### config.mk
export PLATFORM = sky130hd
export DESIGN_NAME = stream_demux
export DESIGN_NICKNAME = d
export VERILOG_FILES = /design/src/rtl/stream_demux_pkg.sv /design/src/rtl/demux_out_slot.sv /design/src/rtl/stream_demux.sv
export SDC_FILE = /design/constraint.sdc
export NUM_CORES = 1
export LEC_CHECK = 0
export CORE_ASPECT_RATIO = 1.5
export CORE_MARGIN = 5
export CORE_UTILIZATION = 28
export CTS_BUF_LIST = sky130_fd_sc_hd__clkbuf_8
export DETAILED_ROUTE_END_ITERATION = 8
export GPL_TIMING_DRIVEN = 0
export PLACE_DENSITY_LB_ADDON = 0.1
export SLEW_MARGIN = 15
export SYNTH_ARGS = -nofsm -noshare
export SYNTH_HDL_FRONTEND = slang
export SYNTH_SLANG_ARGS = --single-unit
### constraint.sdc
create_clock -name clk -period 1.68 [get_ports clk]
set_input_delay 0.336 -clock clk [delete_from_list [all_inputs] [get_ports clk]]
set_output_delay 0.336 -clock clk [all_outputs]
set_load 0.02 [all_outputs]
### src/rtl/stream_demux_pkg.sv
// Shared defaults and elaboration helpers for the stream demultiplexer.
package stream_demux_pkg;

  localparam int DEF_DATA_W = 8;
  localparam int DEF_N_OUT  = 8;
  localparam int DEF_SEL_W  = 3;

  // Smallest r with 2**r >= v; used to validate the select width.
  function automatic int clog2(input int v);
    int r;
    r = 0;
    while ((1 << r) < v) r++;
    return r;
  endfunction

endpackage

### src/rtl/demux_out_slot.sv
// One-entry output slot: a valid bit plus a data register with load, drain and hold.
module demux_out_slot #(
  parameter int DATA_W = 8
) (
  input  logic              clk,
  input  logic              rst,
  input  logic              load,
  input  logic [DATA_W-1:0] load_data,
  input  logic              ready,
  output logic              valid,
  output logic [DATA_W-1:0] data
);

  // A load wins over a drain, so a same-cycle drain and fill keeps valid high.
  always_ff @(posedge clk) begin
    if (rst) begin
      valid <= 1'b0;
      data  <= '0;
    end else if (load) begin
      valid <= 1'b1;
      data  <= load_data;
    end else if (valid && ready) begin
      valid <= 1'b0;
    end
  end

endmodule

### src/rtl/stream_demux.sv
// Valid/ready stream demultiplexer: routes each beat to the slot chosen by in_sel.
// Optional broadcast input in_bcast is enabled by defining STREAM_DEMUX_BCAST_EN.
module stream_demux
  import stream_demux_pkg::*;
#(
  parameter int DATA_W = DEF_DATA_W,
  parameter int N_OUT  = DEF_N_OUT,
  parameter int SEL_W  = DEF_SEL_W
) (
  input  logic                    clk,
  input  logic                    rst,
`ifdef STREAM_DEMUX_BCAST_EN
  input  logic                    in_bcast,
`endif
  input  logic                    in_valid,
  output logic                    in_ready,
  input  logic [DATA_W-1:0]       in_data,
  input  logic [SEL_W-1:0]        in_sel,
  output logic [N_OUT-1:0]        out_valid,
  input  logic [N_OUT-1:0]        out_ready,
  output logic [N_OUT*DATA_W-1:0] out_data,
  output logic                    sel_err
);

  localparam int SEL_SPAN = 1 << SEL_W;

  if (SEL_W < clog2(N_OUT)) begin : g_bad_sel_w
    $error("stream_demux: SEL_W too narrow for N_OUT");
  end

  logic [N_OUT-1:0]    free;
  logic [SEL_SPAN-1:0] free_pad;
  logic [N_OUT-1:0]    load;
  logic                sel_ok;
  logic                accept;
  logic                err_set;

  assign free   = ~out_valid | out_ready;
  assign sel_ok = {1'b0, in_sel} < (SEL_W+1)'(N_OUT);

  // Selects past the last channel read as free so illegal beats are always taken.
  always_comb begin
    free_pad            = '1;
    free_pad[N_OUT-1:0] = free;
  end

`ifdef STREAM_DEMUX_BCAST_EN
  assign in_ready = !rst && (in_bcast ? (&free) : free_pad[in_sel]);
  assign accept   = in_valid && in_ready;
  assign err_set  = accept && !in_bcast && !sel_ok;

  always_comb begin
    load = '0;
    for (int i = 0; i < N_OUT; i++)
      load[i] = accept && (in_bcast || ({1'b0, in_sel} == (SEL_W+1)'(i)));
  end
`else
  assign in_ready = !rst && free_pad[in_sel];
  assign accept   = in_valid && in_ready;
  assign err_set  = accept && !sel_ok;

  always_comb begin
    load = '0;
    for (int i = 0; i < N_OUT; i++)
      load[i] = accept && ({1'b0, in_sel} == (SEL_W+1)'(i));
  end
`endif

  always_ff @(posedge clk) begin
    if (rst)          sel_err <= 1'b0;
    else if (err_set) sel_err <= 1'b1;
  end

  for (genvar g = 0; g < N_OUT; g++) begin : g_slot
    demux_out_slot #(
      .DATA_W(DATA_W)
    ) u_slot (
      .clk      (clk),
      .rst      (rst),
      .load     (load[g]),
      .load_data(in_data),
      .ready    (out_ready[g]),
      .valid    (out_valid[g]),
      .data     (out_data[g*DATA_W +: DATA_W])
    );
  end

endmodule

==> run metrics, run 1 <==
slew of the pin with the lowest slew margin=0.526 ns; P_leak=2.80 nW; CTS tree=built; pre-CTS setup slack=-1.19 ns; Pwr per Cell Area=784 nW/um2; Routed Antenna Nets=0; Slew Limit Fails=0; syn avg cell area=9.60 um2; clk_lat worst skew=0.35 ns; Final Cycle Share=123%; Reg-to-Reg End=g_slot[7].u_slot.data[2]$_SDFFE_PP0P_; IO buf count=94; Finished Layout Cells=595; worst r2r src=g_slot[7].u_slot.valid$_SDFFE_PP0P_; max-cap violations=0; Root Buffer=clkbuf_8; Crit Path Max Fanout=4; syn nets=353; Final Instance Area=4750 um2; Max stage delay on crit path=0.50 ns; fmax=0.486 GHz; clock sinks=72; Die Ht=140 um; CP Class=reg -> out; CTS max path bufs=2; Final min period=2.06 ns; initial antenna violation count=0; 1st-iter DRT viols=87; R2R Setup Slk=0.41 ns; Initial Util=28.7%; diode count=0; dpl cells=572; Die ar.=13600 um2; ys async rst share=0%; setup TNS=-0.379 ns; DRT Pass-1 Iters=4; VDD IR max=438 uV; Crit-path slowest cell=mux4_2; Ys Warns=0; Top Ports=96; crit-path cells=nor2b_4 > mux4_2 > o32ai_4 > buf_6; Routed WL=10600 um; worst hold path startpoint=g_slot[1].u_slot.data[0]$_SDFFE_PP0P_; largest net degree at the start of global routing=14; Post-DP HPWL=7630 um; sequential-to-total area share from yosys stat=45.4%; Final nets=465; Synth cell types=31; cells after synthesis=331; first-pass GRT wire length=16200 um; Synth Cell Area=3180 um2; RSZ-0062 raised after global routing=true; CORE AREA=11100 um2; GRT overflow=0; WHS Path Cells=2; Worst R2R Path Depth=5; share of cells above drive strength 1=16.3%; CTS Buf Count=9; arrival time at the worst endpoint=1.72 ns; Yosys reg bits=72; drt via density=4.86; site row count=47; DIE WIDTH=97.0 um; area grow syn2layout=49.4%; commonest cells after routing, fill and taps aside=68 x dfxtp_1, 49 x dlymetal6s2s_1, 41 x nand2b_1; vias in the first global route=2935; skew final=0.00878 ns; Setup crit start kind=flop; total number of vias=2889; Overall Global Routing Usage=15.3%; Rel. slew slack=64.9%; endpoints failing setup=1; post-placement cell area=4310 um2; setup ws final=-0.379 ns; drt wl/cell=17.8 um; failing checks=setup timing; Final Hold Fails=0; Worst Hold Slack=0.469 ns; status=finished with violations; Clock transition at path regs=0.08 ns; most common cell after layout, fill and taps aside=dfxtp_1; Post-synth EDFFs=0; element type at the critical path end=output port; WHS Endpoint=g_slot[1].u_slot.data[0]$_SDFFE_PP0P_; DRC Markers=0; gpl congestion=0.739; Required @ worst endpoint=1.34 ns; dominant synthesized flop cell=dfxtp_1; H-tree depth=3; worst min path class=reg -> reg
[critical path: cells and delay by family, from the launching register on]
| family | cells | cell delay [ns] |
|---|---|---|
| mux | 1 | 0.50 |
| flops | 1 | 0.32 |
| buf+inv | 1 | 0.16 |
| compound gates | 1 | 0.26 |
| simple gates | 1 | 0.13 |
[what timing repair did]
action,CTS,global route
pin swaps,1,1
endpoints found under the setup margin,42,81
setup buffers,10,4
gates resized for setup,44,60
hold buffers,0,0
[registers in the layout, indices dropped and copies added, names as in the netlist]
signal	count
g_slot.u_slot.valid	8
g_slot.u_slot.data	64
[final cells by class]
cell class | count | area, um2
fillers | 1156 | 6310
multi-input cells | 206 | 1500
flip-flops and latches | 72 | 1450
repair buffers | 108 | 1140
plain buffers | 37 | 219
well taps | 147 | 184
clock buffers | 10 | 138
clock inverters | 6 | 91.3
inverters | 9 | 33.8
[layer usage]
metal | up-vias | track usage (%) | wire (um)
met2 | 98 | 26.5 | 5380
met3 | 16 | 4.48 | 615
met4 | 0 | 6.29 | 272
li1 | 1401 | - | -
met5 | - | 0 | 0
met1 | 1374 | 17.4 | 4310
[worst max-delay path by stage]
stage / from / to / slack, ns / cells past startpoint
floorplan: g_slot[4].u_slot.valid$_SDFFE_PP0P_ / in_ready / 0.01 / 4
global placement: in_sel[0] / in_ready / -1.19 / 7
detailed placement: in_sel[0] / in_ready / -1.19 / 7
CTS: g_slot[6].u_slot.valid$_SDFFE_PP0P_ / in_ready / -0.55 / 5
global route: g_slot[7].u_slot.valid$_SDFFE_PP0P_ / in_ready / -0.45 / 4
finish: g_slot[7].u_slot.valid$_SDFFE_PP0P_ / in_ready / -0.38 / 4
[per-stage QoR]
step,utilization (%),total power [mW]
2_1_floorplan,-,1.99
3_3_place_gp,39.0,2.19
3_5_place_dp,39.0,2.19
4_1_cts,41.6,3.76
5_1_grt,42.9,3.88
6_report,42.9,3.72
[cell usage after synthesis (4+ instances only)]
master / instances / share of area (%)
nor2_1: 5 / 0.59
inv_1: 9 / 1.1
buf_2: 13 / 2.0
nand4_1: 33 / 6.5
mux2i_1: 32 / 10
nor2b_1: 5 / 0.98
buf_6: 4 / 1.4
dfxtp_1: 72 / 45
a21oi_1: 40 / 6.3
o31ai_1: 32 / 7.6
buf_4: 12 / 2.8
nand2b_1: 41 / 8.1
clkbuf_1: 12 / 1.4
[kinds of logic after synthesis]
logic type             Yosys count  synth area share [%]
multiplexers                    33                  10.8
AND/OR/NAND/NOR                 96                  19.5
AO/OA/AOI/OAI                   76                  15.1
other                            1                 0.118
flip-flops                      72                  45.4
buffers and inverters           53                  9.13
[where the power goes]
| group | switching, mW | leakage (nW) | internal [mW] |
|---|---|---|---|
| Clock | 0.689 | 0.105 | 0.881 |
| Sequential | 0.0157 | 0.584 | 1.73 |
| Combinational | 0.232 | 2.11 | 0.168 |
No activity file was read; power rests on OpenSTA's default activity.
==> inputs of run 2 (changes only) <==
- ABC_CLOCK_PERIOD_IN_PS: default -> 1680
- CTS_CLUSTER_SIZE: default -> 40
- GPL_TIMING_DRIVEN: 0 -> default
==> run metrics, run 2 (synthesis results as in run 1) <==
hold buffer count at CTS=0 (unchanged); Die ar.=13600 um2 (unchanged); vias in the first global route=2985 (was 2935); max-cap violations=0 (unchanged); GRT overflow=0 (unchanged); Slew Limit Fails=0 (unchanged); CORE AREA=11100 um2 (unchanged); largest net degree at the start of global routing=47 (was 14); R2R Setup Slk=0.34 ns (was 0.41 ns); element type at the critical path end=output port (unchanged); VDD IR max=435 uV (was 438 uV); Final Hold Fails=0 (unchanged); Overall Global Routing Usage=14.9% (was 15.3%); IO buf count=94 (unchanged); area grow syn2layout=47.5% (was 49.4%); H-tree depth=3 (unchanged); CTS Buf Count=9 (unchanged); Regs by FF count=g_slot.u_slot.data x64, g_slot.u_slot.valid x8 (unchanged); clock sinks=72 (unchanged); clk_lat worst skew=0.35 ns (about the same); site row count=47 (unchanged); Root Buffer=clkbuf_8 (unchanged); DRT Pass-1 Iters=4 (unchanged); max FFs per register=64 (unchanged); commonest cells after routing, fill and taps aside=68 x dfxtp_1, 41 x nand2b_1, 40 x a21oi_1 (was 68 x dfxtp_1, 49 x dlymetal6s2s_1, 41 x nand2b_1); Initial Util=28.7% (unchanged); DIE WIDTH=97.0 um (unchanged); status=finished with violations (unchanged); CTS max path bufs=2 (unchanged); Final min period=2.01 ns (was 2.06 ns); pre-CTS setup slack=-0.942 ns (was -1.19 ns); arrival time at the worst endpoint=1.68 ns (was 1.72 ns); Die Ht=140 um (unchanged); 1st-iter DRT viols=85 (was 87); Clock transition at path regs=0.08 ns (about the same); drt via density=4.83 (was 4.86); Routed Antenna Nets=0 (unchanged); Reg with most FFs=g_slot.u_slot.data (unchanged); skew final=0.00929 ns (was 0.00878 ns); Top Family by Delay on Critical Path=multiplexers (unchanged); Crit-path slowest cell=mux4_2 (unchanged); Max stage delay on crit path=0.49 ns (was 0.50 ns); Final Cycle Share=120% (was 123%); Power Total=3.74 mW (was 3.72 mW); failing checks=setup timing (unchanged); CP Class=reg -> out (unchanged); total number of vias=2812 (was 2889); CTS tree=built (unchanged); Post-DP HPWL=7120 um (was 7630 um); initial antenna violation count=0 (unchanged); first-pass GRT wire length=16200 um (about the same); Required @ worst endpoint=1.34 ns (about the same); P_leak=2.49 nW (was 2.80 nW); DRC Markers=0 (unchanged); Routed WL=10200 um (was 10600 um); Pwr per Cell Area=798 nW/um2 (was 784 nW/um2); Buf/Inv on CP=1 (unchanged); most common cell after layout, fill and taps aside=dfxtp_1 (unchanged); Crit Path Max Fanout=2 (was 4); RSZ-0062 raised after global routing=true (unchanged); gpl congestion=0.790 (was 0.739); drt wl/cell=17.4 um (was 17.8 um); Top Ports=96 (unchanged); Setup crit start kind=flop (unchanged); worst min path class=reg -> reg (unchanged); fmax=0.497 GHz (was 0.486 GHz); setup ws final=-0.333 ns (was -0.379 ns); diode count=0 (unchanged); crit-path cells=nor2b_4 > mux4_2 > o32ai_4 > buf_6 (unchanged); Final nets=452 (was 465); endpoints failing setup=1 (unchanged); Finished Core Util=42.4% (was 42.9%); share of cells above drive strength 1=16.1% (was 16.3%)
run 2: changes by cell type in the layout (fill, tap and decap cells not counted), moves of 3 or more:
cell / change
clkdlybuf4s50_1: +19
dlymetal6s2s_1: -17
buf_4: +11
buf_2: -10
clkbuf_1: -9
buf_6: -3
clkinvlp_4: -3
dlygate4sd2_1: -3
run 2: layout make-up:
class                      count  area (um2)
fill                        1165        6370
clock inverter                 4        67.6
clock buffer                  12         165
inverter                       9        33.8
timing repair buffer         132        1300
tap                          147         184
multi-input combinational    206        1490
sequential                    72        1450
run 2: report_power, final:
group | leakage [nW] | total (mW) | internal, mW | switching (mW)
sequential | 0.584 | 1.75 | 1.73 | 0.0154
clock | 0.125 | 1.59 | 0.949 | 0.643
combinational | 1.78 | 0.400 | 0.176 | 0.224
run 2: stage by stage:
step | hold WS (ns) | setup TNS (ns) | std cells | area (um2)
6_report | 0.473 | -0.333 | 582 | 4690
5_1_grt | 0.491 | -0.388 | 582 | 4690
4_1_cts | 0.472 | -0.413 | 581 | 4590
3_5_place_dp | 0.463 | -11.04 | 564 | 4350
3_3_place_gp | 0.454 | -10.32 | 564 | 4350
2_1_floorplan | 0.486 | 0 | 331 | 3190
run 2: path summary, 6_finish.rpt:
check	start	endpoint	cells after the start
setup / recovery	g_slot[7].u_slot.valid$_SDFFE_PP0P_	in_ready	4
hold / removal	g_slot[3].u_slot.data[0]$_SDFFE_PP0P_	g_slot[3].u_slot.data[0]$_SDFFE_PP0P_	2
setup reg to reg	g_slot[3].u_slot.valid$_SDFFE_PP0P_	g_slot[0].u_slot.data[6]$_SDFFE_PP0P_	5
hold reg to reg	g_slot[3].u_slot.data[0]$_SDFFE_PP0P_	g_slot[3].u_slot.data[0]$_SDFFE_PP0P_	2
run 2: layer usage:
| metal | up-vias | wire (um) | global-route usage, % |
|---|---|---|---|
| met5 | - | 0 | 0 |
| met2 | 84 | 5020 | 24.9 |
| met4 | 0 | 303 | 8.21 |
| li1 | 1371 | - | - |
| met3 | 17 | 528 | 4.08 |
| met1 | 1340 | 4300 | 17.3 |
run 2: worst reg2reg max path: stages (launching register included):
cell and delay (ns):
dfxtp_1 0.36, nand2b_1 0.14, buf_4 0.18, o2111ai_2 0.21, buf_4 0.21, mux2i_1 0.19
run 2: timing repair:
item                       in CTS  in global routing
setup buffers                   1                  1
setup endpoints to repair      19                 36
resized for setup              37                 36
pin swaps                       1                  1
